File: config.mk
export PLATFORM = sky130hd
export DESIGN_NAME = uart_rx
export DESIGN_NICKNAME = d
export VERILOG_FILES = /design/src/rtl/uart_rx.sv
export SDC_FILE = /design/constraint.sdc
export NUM_CORES = 1
export LEC_CHECK = 0
export CORE_AREA = 2 2 87 72
export CTS_BUF_LIST = sky130_fd_sc_hd__clkbuf_16
export CTS_CLUSTER_SIZE = 16
export DETAILED_ROUTE_END_ITERATION = 12
export DIE_AREA = 0 0 89 74
export PLACE_DENSITY = 0.42
export SLEW_MARGIN = 40
export SYNTH_ARGS = -nofsm -noshare
export SYNTH_HDL_FRONTEND = slang
export SYNTH_SLANG_ARGS = --single-unit
export TNS_END_PERCENT = 5
File: constraint.sdc
create_clock -name clk -period 1.6 [get_ports clk]
set_input_delay 0.48 -clock clk [delete_from_list [all_inputs] [get_ports clk]]
set_output_delay 0.48 -clock clk [all_outputs]
set_load 0.1 [all_outputs]
File: src/rtl/uart_rx.sv
// 8N1 UART receiver: 2-flop synchronised rx, mid-bit sampling, ready/error strobes.
// Define UART_RX_PARITY_EN to insert an even-parity bit between data and stop.
module uart_rx #(
    parameter int CLKS_PER_BIT = 1042
) (
    input  logic       clk,
    input  logic       rst,
    input  logic       rx,
    output logic [7:0] Rx_byte,
    output logic       ready,
    output logic       busy,
    output logic       framing_err,
    output logic       parity_err
);

    localparam int CW = $clog2(CLKS_PER_BIT);
    localparam logic [CW-1:0] CNT_MAX  = CW'(CLKS_PER_BIT - 1);
    localparam logic [CW-1:0] CNT_HALF = CW'(CLKS_PER_BIT / 2 - 1);

    typedef enum logic [2:0] {
        IDLE,
        START,
        DATA,
`ifdef UART_RX_PARITY_EN
        PARITY,
`endif
        STOP,
        BREAK
    } state_t;

    state_t        state, state_nxt;
    logic          rx_meta, rx_s;
    logic [CW-1:0] cnt;
    logic [2:0]    bit_idx;
    logic [7:0]    shreg;
    logic          cnt_done, half_done;
    logic          ready_nxt, framing_nxt, parity_nxt;
    logic          par_bad;

    assign cnt_done  = (cnt == CNT_MAX);
    assign half_done = (cnt == CNT_HALF);

`ifdef UART_RX_PARITY_EN
    always_ff @(posedge clk) begin
        if (rst) begin
            par_bad    <= 1'b0;
            parity_err <= 1'b0;
        end else begin
            parity_err <= parity_nxt;
            if (state == PARITY && cnt_done)
                par_bad <= (^shreg) ^ rx_s;
        end
    end
`else
    assign par_bad    = 1'b0;
    assign parity_err = 1'b0;
`endif

    always_ff @(posedge clk) begin
        if (rst) begin
            state       <= IDLE;
            rx_meta     <= 1'b1;
            rx_s        <= 1'b1;
            cnt         <= '0;
            bit_idx     <= '0;
            shreg       <= '0;
            Rx_byte     <= '0;
            ready       <= 1'b0;
            framing_err <= 1'b0;
        end else begin
            state       <= state_nxt;
            rx_meta     <= rx;
            rx_s        <= rx_meta;
            ready       <= ready_nxt;
            framing_err <= framing_nxt;
            if (ready_nxt)
                Rx_byte <= shreg;
            case (state)
                START: begin
                    cnt     <= half_done ? '0 : cnt + 1'b1;
                    bit_idx <= '0;
                end
                DATA: begin
                    cnt <= cnt_done ? '0 : cnt + 1'b1;
                    if (cnt_done) begin
                        shreg   <= {rx_s, shreg[7:1]};
                        bit_idx <= bit_idx + 1'b1;
                    end
                end
`ifdef UART_RX_PARITY_EN
                PARITY: cnt <= cnt_done ? '0 : cnt + 1'b1;
`endif
                STOP:    cnt <= cnt_done ? '0 : cnt + 1'b1;
                default: cnt <= '0;
            endcase
        end
    end

    always_comb begin
        state_nxt = state;
        case (state)
            IDLE:  if (!rx_s) state_nxt = START;
            START: if (half_done) state_nxt = rx_s ? IDLE : DATA;
            DATA: begin
                if (cnt_done && bit_idx == 3'd7) begin
`ifdef UART_RX_PARITY_EN
                    state_nxt = PARITY;
`else
                    state_nxt = STOP;
`endif
                end
            end
`ifdef UART_RX_PARITY_EN
            PARITY: if (cnt_done) state_nxt = STOP;
`endif
            STOP:    if (cnt_done) state_nxt = rx_s ? IDLE : BREAK;
            BREAK:   if (rx_s) state_nxt = IDLE;
            default: state_nxt = IDLE;
        endcase
    end

    // Strobes are decided at mid stop bit; a low stop bit overrides parity.
    always_comb begin
        busy        = (state != IDLE);
        ready_nxt   = 1'b0;
        framing_nxt = 1'b0;
        parity_nxt  = 1'b0;
        if (state == STOP && cnt_done) begin
            framing_nxt = !rx_s;
            parity_nxt  = rx_s && par_bad;
            ready_nxt   = rx_s && !par_bad;
        end
    end

endmodule

==> results.yml <==
yosys:
  yosys-top-cells-count: "37 x dfxtp_1, 22 x nor2_1, 14 x a21oi_1, 14 x nand2_1, 12 x nand3_1"
  ys.warnings.count: 0
  avgSynthCellArea_sq_um: 9.07
  synth_top_area_cell: "dfxtp_1"
  synth-edff-count: 0
  synth_cell_types: 40
  synth.area.top_cells: "dfxtp_1 45%, nor2_1 5.0%, mux2i_1 4.8%, a21oi_1 4.2%, ha_1 3.8%"
  ys_seq_area_frac: 0.446
  synth_seq_cells: 37
  netlist.area_leader.share: 0.446
  syn_area_sq_um: 1660
  async_flop_share: 0
  synthCells: 183
  syn-num-nets: 191
  yosysMostFrequentCell: "dfxtp_1"
  synthFlopType: "dfxtp_1"
critical_path:
  regToRegEndpoint: "cnt[10]"
  worstPathRequired_ns: 1.12
  reg2reg_depth: 6
  r2r_start: "cnt[0]"
  critPathKind: "flip-flop to primary output"
  critical_path.startpoint_type: "flip-flop"
  critPathCaptureType: "primary output"
  regToRegSetupSlack_ns: 0.07
  crit_fanout: 2
  arrival_ns: 1.15
power_and_ir_drop:
  power_switching_uw: 416
  p_sw_frac: 0.215
  clockPowerShare: 0.474
  ir_worst_vdd_v: 0.000450
  p_leak_nw: 0.886
  p_comb_frac: 0.047
  power.internal_mw: 1.52
  pwr-share-seq: 0.479
  powerDensity_nw_per_um2: 844
min_path:
  holdCritPathClass: "flip-flop to flip-flop"
  hp-start: "rx_meta"
  min_to: "rx_s"
  whs_path_depth: 1
routing:
  drt_first_pass_iters: 4
  routed_wl_mm: 3.54
  route.detailed.drc: 0
  wl_met2_mm: 1.55
  detailedRoute.firstIterationViolations: 66
  via_count: 1303
  routedWlPerCell_um: 12.1
  top_layer: "met4"
  wl_met1_mm: 1.81
  detail-route-antenna-nets: 0
  wl_met3_um: 149
  viasPerCell: 4.46
global_route:
  grt_usage: 0.117
  grt_pass1_vias: 1227
  antenna_found_initial: 0
  grt_start_max_net_pins: 26
  grt_pass1_wl_mm: 5.87
  grt-ovfl-total: 0
floorplan:
  start_util: 0.288
  die_area_sq_um: 6590
  rows: 25
  die_y_um: 74
  ios: 15
  core_area_sq_um: 5760
  die_x_um: 89
cells_and_area:
  fin_cells: 292
  fillers: 603
  syn_to_final_growth_pct: 38.3
  fin_util: 0.399
  drive_gt1_frac: 0.280
  nets: 218
  diodes: 0
clocking:
  path_clk_slew_ns: 0.05
  cts_buffers: 5
  hold_buffers: 0
  cts_sinks: 37
  root_buffer: "clkbuf_16"
  h-tree-depth: 2
  clock_path_buffers: 2
  cts_tree: "yes"
  insertion_delay_ns: 0.27
placement:
  placedCellCount: 279
  place.gp.congestion: 0.738
  port_buffers: 13
  dp_hpwl_mm: 2.45
sta:
  timing.final.crit_share: 1.02
  worst-slew-pin-transition_ns: 0.540
  rsz0062_at_grt: "yes"
  fin_skew_ns: 0.00671
  fmax_ghz: 0.613
  slew_viol_final: 0
  final-hold-violation-count: 0
  setup_violations: 1
  slew_headroom: 0.636
  setup_slack_ns: -0.0324
  finalCriticalPeriod_ns: 1.63
  holdWs_ns: 0.409
run_status:
  violations: "negative setup slack"
  status: "finished with violations"
flow_run:
  cap_violations: 0
## cells by family (layout without fill, tap and decap cells)
group | count (synthesis) | count (layout) | share of synthesized area
fa+ha+maj | 5 | 5 | 0.0377
simple gates | 84 | 84 | 0.287
mux | 8 | 8 | 0.0482
other cells | 1 | 1 | 0.00226
buf+inv | 16 | 44 | 0.0490
xor+xnor | 8 | 8 | 0.0422
flops | 37 | 37 | 0.446
compound gates | 24 | 24 | 0.0874
## metrics by stage
stage                     total power [mW]  worst slack (ns)  TNS, ns  cell area [sq um]
after detailed placement              1.04           -0.0774   -0.567               2060
final                                 1.94           -0.0324  -0.0324               2300
after floorplan                       1.01            0.0863        0               1670
after global placement                1.03           -0.0275   -0.142               2060
after global routing                  2.02           -0.0689   -0.512               2300
after CTS                             1.97           -0.0448  -0.0448               2230
## what timing repair did
action | in CTS | in global routing
endpoints found under the setup margin | 8 | 23
gates resized for setup | 6 | 15
pin swaps | 2 | 7
buffers inserted | 3 | 2
## state kept, by name (all words and copies together) (netlist names)
| register | count |
|---|---|
| Rx_byte | 8 |
| shreg | 8 |
| cnt | 11 |
| state | 3 |
| bit_idx | 3 |
| ready | 1 |
| framing_err | 1 |
| rx_meta | 1 |
| rx_s | 1 |
## metal layers
layer / global-route usage / vias up
met1: 0.166 / 592
met3: 0.0355 / 2
met4: 0.0464 / 0
met5: 0 / -
met2: 0.167 / 18
li1: - / 691
## how the worst max path moves through the flow
stage / start / to / slack (ns)
after floorplan: state[1] / busy / 0.09
after global placement: rst / cnt[3] / -0.03
after detailed placement: rst / cnt[9] / -0.08
after CTS: state[1] / busy / -0.04
after global routing: state[1] / busy / -0.07
final: state[0] / busy / -0.03
## cells in the final DEF (no fill, tap or decap), types with 3 or more instances in the layout
cell,n
buf_4,17
nand2_1,13
mux2i_1,8
nand3_1,12
clkbuf_16,5
buf_12,12
xor2_1,4
nor2_1,22
nand3b_1,4
a21oi_1,11
o21ai_0,4
dfxtp_1,32
a21oi_2,3
inv_1,3
ha_1,4
xnor2_1,4
dfxtp_2,3
nand4_1,6
## power groups by stage
stage / Clock (mW) / Combinational, mW / Sequential, mW
finish: 0.919 / 0.0907 / 0.928
global route: 0.998 / 0.0984 / 0.928
CTS: 0.953 / 0.0886 / 0.927
detailed placement: 0 / 0.0836 / 0.952
global placement: 0 / 0.0830 / 0.952
floorplan: 0 / 0.0602 / 0.950
## worst max-delay path, stage by stage, from the launching register on
cell,delay [ns]
dfxtp_4,0.33
or3_4,0.37
buf_12,0.17
## layout make-up
cell class / instances / area, sq um / share of cell area
Clock buffer: 5 / 125 / 0.0545
Clock inverter: 3 / 12.5 / 0.00545
Inverter: 4 / 15.0 / 0.00654
Multi-Input combinational cell: 130 / 891 / 0.388
Sequential cell: 37 / 752 / 0.328
Tap cell: 81 / 101 / 0.0441
Timing Repair Buffer: 32 / 399 / 0.174
Note: power is estimated with default switching activity, not from simulation.
